===== src/rtl/rng_pkg.sv =====
// rtl/rng_pkg.sv - shared types, default constants and mask helper for the range RNG
//   state_t   : FSM encoding (IDLE, SAMPLE)
//   DEF_TAPS  : default Fibonacci tap mask (bits 15,13,12,10)
//   DEF_SEED  : default non-zero reset seed
//   mask_ceil : smallest all-ones mask covering a value (0 -> 0)
package rng_pkg;

  typedef enum logic {
    IDLE   = 1'b0,
    SAMPLE = 1'b1
  } state_t;

  localparam logic [15:0] DEF_TAPS = 16'hB400;
  localparam logic [15:0] DEF_SEED = 16'hACE1;

  // Smear every set bit downwards so the result is 2^k-1 with 2^k-1 >= v.
  function automatic logic [31:0] mask_ceil(input logic [31:0] v);
    logic [31:0] m;
    m = v;
    m = m | (m >> 1);
    m = m | (m >> 2);
    m = m | (m >> 4);
    m = m | (m >> 8);
    m = m | (m >> 16);
    return m;
  endfunction

endpackage


===== src/rtl/lfsr_core.sv =====
// rtl/lfsr_core.sv - free-running Fibonacci LFSR with run-time seeding
//   clk      : rising-edge clock
//   rst_n    : synchronous active-low reset, loads SEED
//   load     : load load_val this edge (takes priority over stepping)
//   load_val : new seed; zero is replaced by SEED so the register never locks up
//   state    : current LFSR contents
module lfsr_core
  import rng_pkg::*;
#(
  parameter int                LFSR_W = 16,
  parameter logic [LFSR_W-1:0] TAPS   = LFSR_W'(DEF_TAPS),
  parameter logic [LFSR_W-1:0] SEED   = LFSR_W'(DEF_SEED)
) (
  input  logic              clk,
  input  logic              rst_n,
  input  logic              load,
  input  logic [LFSR_W-1:0] load_val,
  output logic [LFSR_W-1:0] state
);

  logic [LFSR_W-1:0] r_lfsr;
  logic              w_feedback;

  assign w_feedback = ^(r_lfsr & TAPS);

  always_ff @(posedge clk) begin
    if (!rst_n) begin
      r_lfsr <= SEED;
    end else if (load) begin
      r_lfsr <= (load_val == '0) ? SEED : load_val;
    end else begin
      r_lfsr <= {r_lfsr[LFSR_W-2:0], w_feedback};
    end
  end

  assign state = r_lfsr;

endmodule


===== src/rtl/lfsr_range_rng.sv =====
// rtl/lfsr_range_rng.sv - uniform random number in [0, max_val] by masked rejection sampling
//   clk, rst_n          : clock, synchronous active-low reset
//   seed_load, seed_in  : reseed the LFSR (zero seed replaced by SEED)
//   req, max_val        : request one number with inclusive bound (accepted in IDLE only)
//   busy                : high while sampling
//   valid, rand_out     : one-cycle result strobe; rand_out holds until the next strobe
//   fallback            : result came from folding the last rejected candidate
module lfsr_range_rng
  import rng_pkg::*;
#(
  parameter int                LFSR_W    = 16,
  parameter int                OUT_W     = 4,
  parameter logic [LFSR_W-1:0] TAPS      = LFSR_W'(DEF_TAPS),
  parameter logic [LFSR_W-1:0] SEED      = LFSR_W'(DEF_SEED),
  parameter int                MAX_TRIES = 8
) (
  input  logic              clk,
  input  logic              rst_n,
  input  logic              seed_load,
  input  logic [LFSR_W-1:0] seed_in,
  input  logic              req,
  input  logic [OUT_W-1:0]  max_val,
  output logic              busy,
  output logic              valid,
  output logic [OUT_W-1:0]  rand_out,
  output logic              fallback
);

  localparam int TRIES_W = $clog2(MAX_TRIES) + 1;

  state_t             r_state;
  state_t             w_next_state;
  logic [LFSR_W-1:0]  w_lfsr;
  logic [OUT_W-1:0]   r_max;
  logic [OUT_W-1:0]   r_mask;
  logic [OUT_W-1:0]   r_rand;
  logic [TRIES_W-1:0] r_tries;
  logic               r_valid;
  logic               r_fallback;
  logic [OUT_W-1:0]   w_cand;
  logic [OUT_W-1:0]   w_fold;
  logic               w_accept;
  logic               w_last;
  logic               w_busy;

  lfsr_core #(
    .LFSR_W (LFSR_W),
    .TAPS   (TAPS),
    .SEED   (SEED)
  ) u_lfsr (
    .clk      (clk),
    .rst_n    (rst_n),
    .load     (seed_load),
    .load_val (seed_in),
    .state    (w_lfsr)
  );

  assign w_cand   = w_lfsr[OUT_W-1:0] & r_mask;
  assign w_accept = (w_cand <= r_max);
  assign w_last   = (r_tries == TRIES_W'(MAX_TRIES - 1));
  // Only used when w_cand > r_max, so cand - max - 1 never wraps; mask <= 2*max+1
  // keeps the folded value within [0, max].
  assign w_fold   = w_cand - r_max - OUT_W'(1);

  always_ff @(posedge clk) begin
    if (!rst_n) begin
      r_state <= IDLE;
    end else begin
      r_state <= w_next_state;
    end
  end

  always_comb begin
    w_next_state = r_state;
    case (r_state)
      IDLE:    if (req) w_next_state = SAMPLE;
      SAMPLE:  if (w_accept || w_last) w_next_state = IDLE;
      default: w_next_state = IDLE;
    endcase
  end

  always_comb begin
    w_busy = (r_state == SAMPLE);
  end

  always_ff @(posedge clk) begin
    if (!rst_n) begin
      r_max      <= '0;
      r_mask     <= '0;
      r_tries    <= '0;
      r_rand     <= '0;
      r_valid    <= 1'b0;
      r_fallback <= 1'b0;
    end else begin
      r_valid <= 1'b0;
      if (r_state == IDLE) begin
        if (req) begin
          r_max   <= max_val;
          r_mask  <= OUT_W'(mask_ceil(32'(max_val)));
          r_tries <= '0;
        end
      end else begin
        if (w_accept) begin
          r_rand     <= w_cand;
          r_fallback <= 1'b0;
          r_valid    <= 1'b1;
        end else if (w_last) begin
          r_rand     <= w_fold;
          r_fallback <= 1'b1;
          r_valid    <= 1'b1;
        end else begin
          r_tries <= r_tries + TRIES_W'(1);
        end
      end
    end
  end

  // A zero LFSR would stall the generator forever; seeding logic must prevent it.
  always @(posedge clk) begin
    if (rst_n) begin
      assert (w_lfsr != '0);
    end
  end

  assign busy     = w_busy;
  assign valid    = r_valid;
  assign rand_out = r_rand;
  assign fallback = r_fallback;

endmodule


===== config.mk =====
export PLATFORM = sky130hd
export DESIGN_NAME = lfsr_range_rng
export DESIGN_NICKNAME = d
export VERILOG_FILES = /design/src/rtl/rng_pkg.sv /design/src/rtl/lfsr_core.sv /design/src/rtl/lfsr_range_rng.sv
export SDC_FILE = /design/constraint.sdc
export NUM_CORES = 1
export LEC_CHECK = 0
export ABC_AREA = 1
export BUFFER_PORTS_ARGS = -buffer_cell sky130_fd_sc_hd__buf_4
export CAP_MARGIN = 20
export CORE_MARGIN = 2
export CORE_UTILIZATION = 49
export CTS_CLUSTER_SIZE = 8
export DETAILED_ROUTE_END_ITERATION = 8
export PLACE_DENSITY = 0.77
export SLEW_MARGIN = 20
export SYNTH_ARGS = -nofsm -noshare
export SYNTH_HDL_FRONTEND = slang
export SYNTH_HIERARCHICAL = 1
export SYNTH_SLANG_ARGS = --single-unit

===== constraint.sdc =====
create_clock -name clk -period 1.8 [get_ports clk]
set_clock_uncertainty 0.2 [all_clocks]
set_input_delay 0 -clock clk [delete_from_list [all_inputs] [get_ports clk]]
set_output_delay 0 -clock clk [all_outputs]
set_load 0.02 [all_outputs]

==> impl_metrics.xml <==
<?xml version="1.0" encoding="UTF-8"?>
<metrics>
  <group name="worst_setup_path">
    <metric name="cp_data_required_time" unit="ns">1.85</metric>
    <metric name="timing.critical_path.arrival" unit="ns">1.88</metric>
    <metric name="ff2ff_setup_slack" unit="ns">-0.03</metric>
    <metric name="cpMaxStageDelayCell" unit="">dfxtp_2</metric>
    <metric name="crit_family" unit="">simple AND/OR/NAND/NOR gates</metric>
    <metric name="timing.critical_path.fanout_max" unit="">5</metric>
    <metric name="worst_setup_path_start_kind" unit="">flop</metric>
    <metric name="path_common_cell" unit="">nand3_4</metric>
    <metric name="crit_path_end_kind" unit="">flop</metric>
    <metric name="worst-setup-path-type" unit="">reg2reg</metric>
    <metric name="timing.critical_path.cells" unit="">nand2_2 &gt; inv_2 &gt; ha_4 &gt; or2_4 &gt; nand3_4 &gt; nand3_4 &gt; nand2_4 &gt; nand3_1 &gt; nand2_1 &gt; nor2_1</metric>
    <metric name="timing.critical_path.buf_inv" unit="">1</metric>
    <metric name="cp_slowest_stage_delay" unit="ns">0.35</metric>
  </group>
  <group name="job">
    <metric name="timing.max_cap.violations" unit="">0</metric>
  </group>
  <group name="grt">
    <metric name="grt.met3_usage" unit="">0.06667</metric>
    <metric name="groute.usage.overall" unit="">0.2454</metric>
    <metric name="most_utilized_layer_in_the_global_route_result" unit="">met2</metric>
    <metric name="grt_pass1_wl" unit="um">7603</metric>
    <metric name="grt.met2_usage" unit="">0.4096</metric>
    <metric name="grt_antenna_before_repair" unit="">0</metric>
    <metric name="grt_start_max_net_pins" unit="">22</metric>
    <metric name="grt_overflow_total" unit="">0</metric>
    <metric name="grt_util_met1" unit="">0.2992</metric>
    <metric name="via_count_of_the_first_global_routing_pass" unit="">1735</metric>
  </group>
  <group name="sta">
    <metric name="period_utilization" unit="">1.014</metric>
    <metric name="worst_slew_pin_slew" unit="ns">0.4405</metric>
    <metric name="timing_hold_violations_final" unit="">0</metric>
    <metric name="slew_headroom" unit="">0.7059</metric>
    <metric name="fmax" unit="GHz">0.5479</metric>
    <metric name="fin_crit" unit="ns">1.825</metric>
    <metric name="drv_slew" unit="">0</metric>
    <metric name="report.final.setup_viol" unit="">2</metric>
    <metric name="grt_setup_unrepaired" unit="">yes</metric>
    <metric name="postLayoutSetupSlackWorst" unit="ns">-0.02508</metric>
  </group>
  <group name="routing">
    <metric name="post_dr_wirelength_cell" unit="um">13.73</metric>
    <metric name="vias_per_cell" unit="">5.045</metric>
    <metric name="routed_wirelength" unit="um">5246</metric>
    <metric name="remaining_drc_errors" unit="">0</metric>
    <metric name="detail_route.iter0.violations" unit="">148</metric>
    <metric name="detailedRoute.firstPassIterationCount" unit="">5</metric>
    <metric name="postRouteAntennaNets" unit="">0</metric>
    <metric name="detailroute.via_count" unit="">1927</metric>
  </group>
  <group name="synthesis">
    <metric name="synthCells" unit="">257</metric>
    <metric name="synth-seq-area-share" unit="">0.3997</metric>
    <metric name="synth-adder-area-share" unit="">0.04849</metric>
    <metric name="synthXorXnorAreaFrac" unit="">0.01029</metric>
    <metric name="synthTopCellsByArea" unit="">dfxtp_1, nand2_1, nor2_1, inv_1, a21oi_1</metric>
    <metric name="synth_area" unit="sq mm">0.001703</metric>
    <metric name="post-synth-top-area-cell" unit="">dfxtp_1</metric>
    <metric name="yosys.area_share.simple" unit="">0.3350</metric>
    <metric name="syn_nets" unit="">287</metric>
    <metric name="yosys_register_bits" unit="">34</metric>
    <metric name="yosys.area.top_type_share" unit="">0.3997</metric>
    <metric name="synth_top_family_by_area" unit="">simple AND/OR/NAND/NOR gates</metric>
    <metric name="ys_warn_count" unit="">6</metric>
    <metric name="synth.avg_cell_area" unit="sq um">6.626</metric>
    <metric name="portion_of_netlist_area_occupied_by_mux_cells" unit="">0</metric>
    <metric name="synthDistinctLibCells" unit="">25</metric>
    <metric name="synth-compound-area-share" unit="">0.1073</metric>
  </group>
  <group name="power_and_ir_drop">
    <metric name="totalPowerFinal" unit="W">0.001815</metric>
    <metric name="vdd_ir_drop_max" unit="uV">663.5</metric>
    <metric name="p_leak" unit="nW">1.296</metric>
    <metric name="pwr_density_cell" unit="mW/mm^2">693.1</metric>
  </group>
  <group name="placed_design">
    <metric name="placement.io_buffers" unit="">30</metric>
    <metric name="detailedPlace.worstSlack" unit="ns">-0.05841</metric>
    <metric name="total_half_perimeter_wirelength_after_legalization_and_detailed_placement" unit="um">2595</metric>
    <metric name="gp_congestion" unit="">0.9163</metric>
  </group>
  <group name="die">
    <metric name="ioPinCount" unit="">31</metric>
    <metric name="die_area" unit="sq mm">0.003963</metric>
    <metric name="die-height" unit="um">62.95</metric>
    <metric name="die-width" unit="um">62.95</metric>
    <metric name="core_box_area" unit="sq mm">0.003337</metric>
    <metric name="std_cell_rows" unit="">21</metric>
    <metric name="initial_core_util" unit="">0.5103</metric>
  </group>
  <group name="clocking">
    <metric name="clkLatencyLatePin" unit="ns">0.35</metric>
    <metric name="clk_transition_reported_paths" unit="ns">0.10</metric>
    <metric name="cts_made_buffers" unit="">5</metric>
    <metric name="clock_path_buffers" unit="">2</metric>
    <metric name="clock-root-buffer" unit="">clkbuf_4</metric>
    <metric name="number_of_clock_sinks" unit="">34</metric>
    <metric name="cts_tree" unit="">built</metric>
    <metric name="h-tree-depth" unit="">2</metric>
  </group>
  <group name="final_layout">
    <metric name="layout.nets" unit="">365</metric>
    <metric name="fill_cells" unit="">210</metric>
    <metric name="final-seq-area" unit="sq um">688.2</metric>
    <metric name="final_core_utilization" unit="">0.7848</metric>
    <metric name="area_occupied_by_multi_input_gates" unit="sq mm">0.001016</metric>
    <metric name="post_route_cells_drive_above_1_share" unit="">0.2857</metric>
    <metric name="antenna_cells_inserted" unit="">0</metric>
    <metric name="syn2layout_area_growth" unit="%">53.78</metric>
  </group>
  <group name="status">
    <metric name="failed_checks" unit="">setup timing</metric>
    <metric name="status" unit="">finished with violations</metric>
  </group>
  <group name="hold_path">
    <metric name="worst_hold_path_type" unit="">in2reg</metric>
  </group>
</metrics>
==> final cells by class <==
cell class | count | share of cell area
multi-input cells | 183 | 0.3880
well taps | 46 | 0.02198
clock inverters | 1 | 0.001911
clock buffers | 7 | 0.02102
inverters | 37 | 0.05495
repair buffers | 74 | 0.2494
flip-flops and latches | 34 | 0.2628
==> where the power goes <==
group | leakage [nW] | switching, W | internal (W)
Clock | 0.0353 | 0.000259 | 0.000189
Combinational | 0.978 | 0.000280 | 0.000238
Sequential | 0.283 | 0.0000386 | 0.000810
==> synth_stat cells, drive strengths merged <==
library cell and count:
clkinv 1, nand4 1, o21ai 14, ha 5, inv 36, nand2 86
a211oi 1, o211ai 1, nor2 41, fa 1, clkbuf 1, a21oi 17
nand3 10, a31oi 2, dfxtp 34, xnor2 1, buf 3, or2 1
xor2 1
==> worst register-to-register path: cells and delay by family (launching register included) <==
kind | cells | cell delay, ns
buf+inv | 1 | 0.08
simple gates | 8 | 0.87
fa+ha+maj | 1 | 0.22
flops | 1 | 0.35
==> per-stage QoR <==
stage / hold slack, ns / area, sq um / cells / setup TNS (ns)
2_1_floorplan: -0.06510 / 1703 / 257 / 0
3_3_place_gp: 0.03137 / 1971 / 331 / -0.005488
3_5_place_dp: 0.04215 / 1971 / 331 / -0.1776
4_1_cts: 0.2231 / 2490 / 380 / 0
5_1_grt: 0.2838 / 2619 / 382 / -0.6176
6_report: 0.2538 / 2619 / 382 / -0.02708
==> per-layer routing <==
layer	part of all wire	vias to the layer above
met1	0.41	874
met2	0.50	83
met5	0	-
met4	0.032	0
li1	-	950
met3	0.064	20
==> logic make-up after synthesis <==
family,Yosys count
AO/OA/AOI/OAI,35
XOR/XNOR,2
adder cells (fa/ha/maj),6
buffers and inverters,41
flip-flops,34
AND/OR/NAND/NOR,139
==> path summary, 6_finish.rpt <==
kind                                  to                        start  cells past startpoint
max reg2reg      r_tries[2]$_SDFFE_PN0P_   u_lfsr/state[2]$_SDFF_PN0_                     10
min reg2reg  u_lfsr/state[15]$_SDFF_PN1_  u_lfsr/state[14]$_SDFF_PN0_                      2
min                r_max[3]$_SDFFE_PN0P_                   max_val[3]                      4
max              r_tries[2]$_SDFFE_PN0P_   u_lfsr/state[2]$_SDFF_PN0_                     10
==> what timing repair did <==
item / in CTS / in global routing
resized for setup: 7 / 44
hold buffers: 39 / 0
gates cloned: 1 / 0
setup buffers: 1 / 3
setup endpoints to repair: 6 / 20
endpoints found under the hold margin: 34 / 0
pin swaps: 3 / 15
==> layout by cell type, fill, tap and decap left out <==
master	netlist	layout
o211ai_1	1	1
ha_4	0	3
o21ai_1	2	2
clkbuf_4	0	5
or2_4	0	1
o21ai_0	12	12
nor2_4	0	3
a211oi_1	1	1
xnor2_1	1	1
clkbuf_8	0	1
nor2_1	38	30
inv_2	5	8
nand2_2	3	13
nand3_1	8	7
nand3_2	2	1
clkbuf_1	1	1
nand2_1	83	71
ha_1	5	2
inv_1	31	26
xor2_1	1	1
dfxtp_2	0	6
fa_1	1	1
a31oi_1	2	2
clkinv_1	1	1
a21oi_2	0	2
inv_4	0	2
a21oi_1	17	15
dlygate4sd3_1	0	37
nand4_4	0	1
nand2_4	0	3
dfxtp_1	34	28
nand3_4	0	2
nor2_2	3	8
clkinv_2	0	1
buf_4	2	36
dlymetal6s4s_1	0	1
==> flip-flops by register name, summed over array words and instances (netlist names) <==
signal        flops
r_tries           4
rand_out          4
busy              1
fallback          1
valid             1
u_lfsr/state     16
r_max             4
r_mask            3
(Power assumes the default switching activity.)
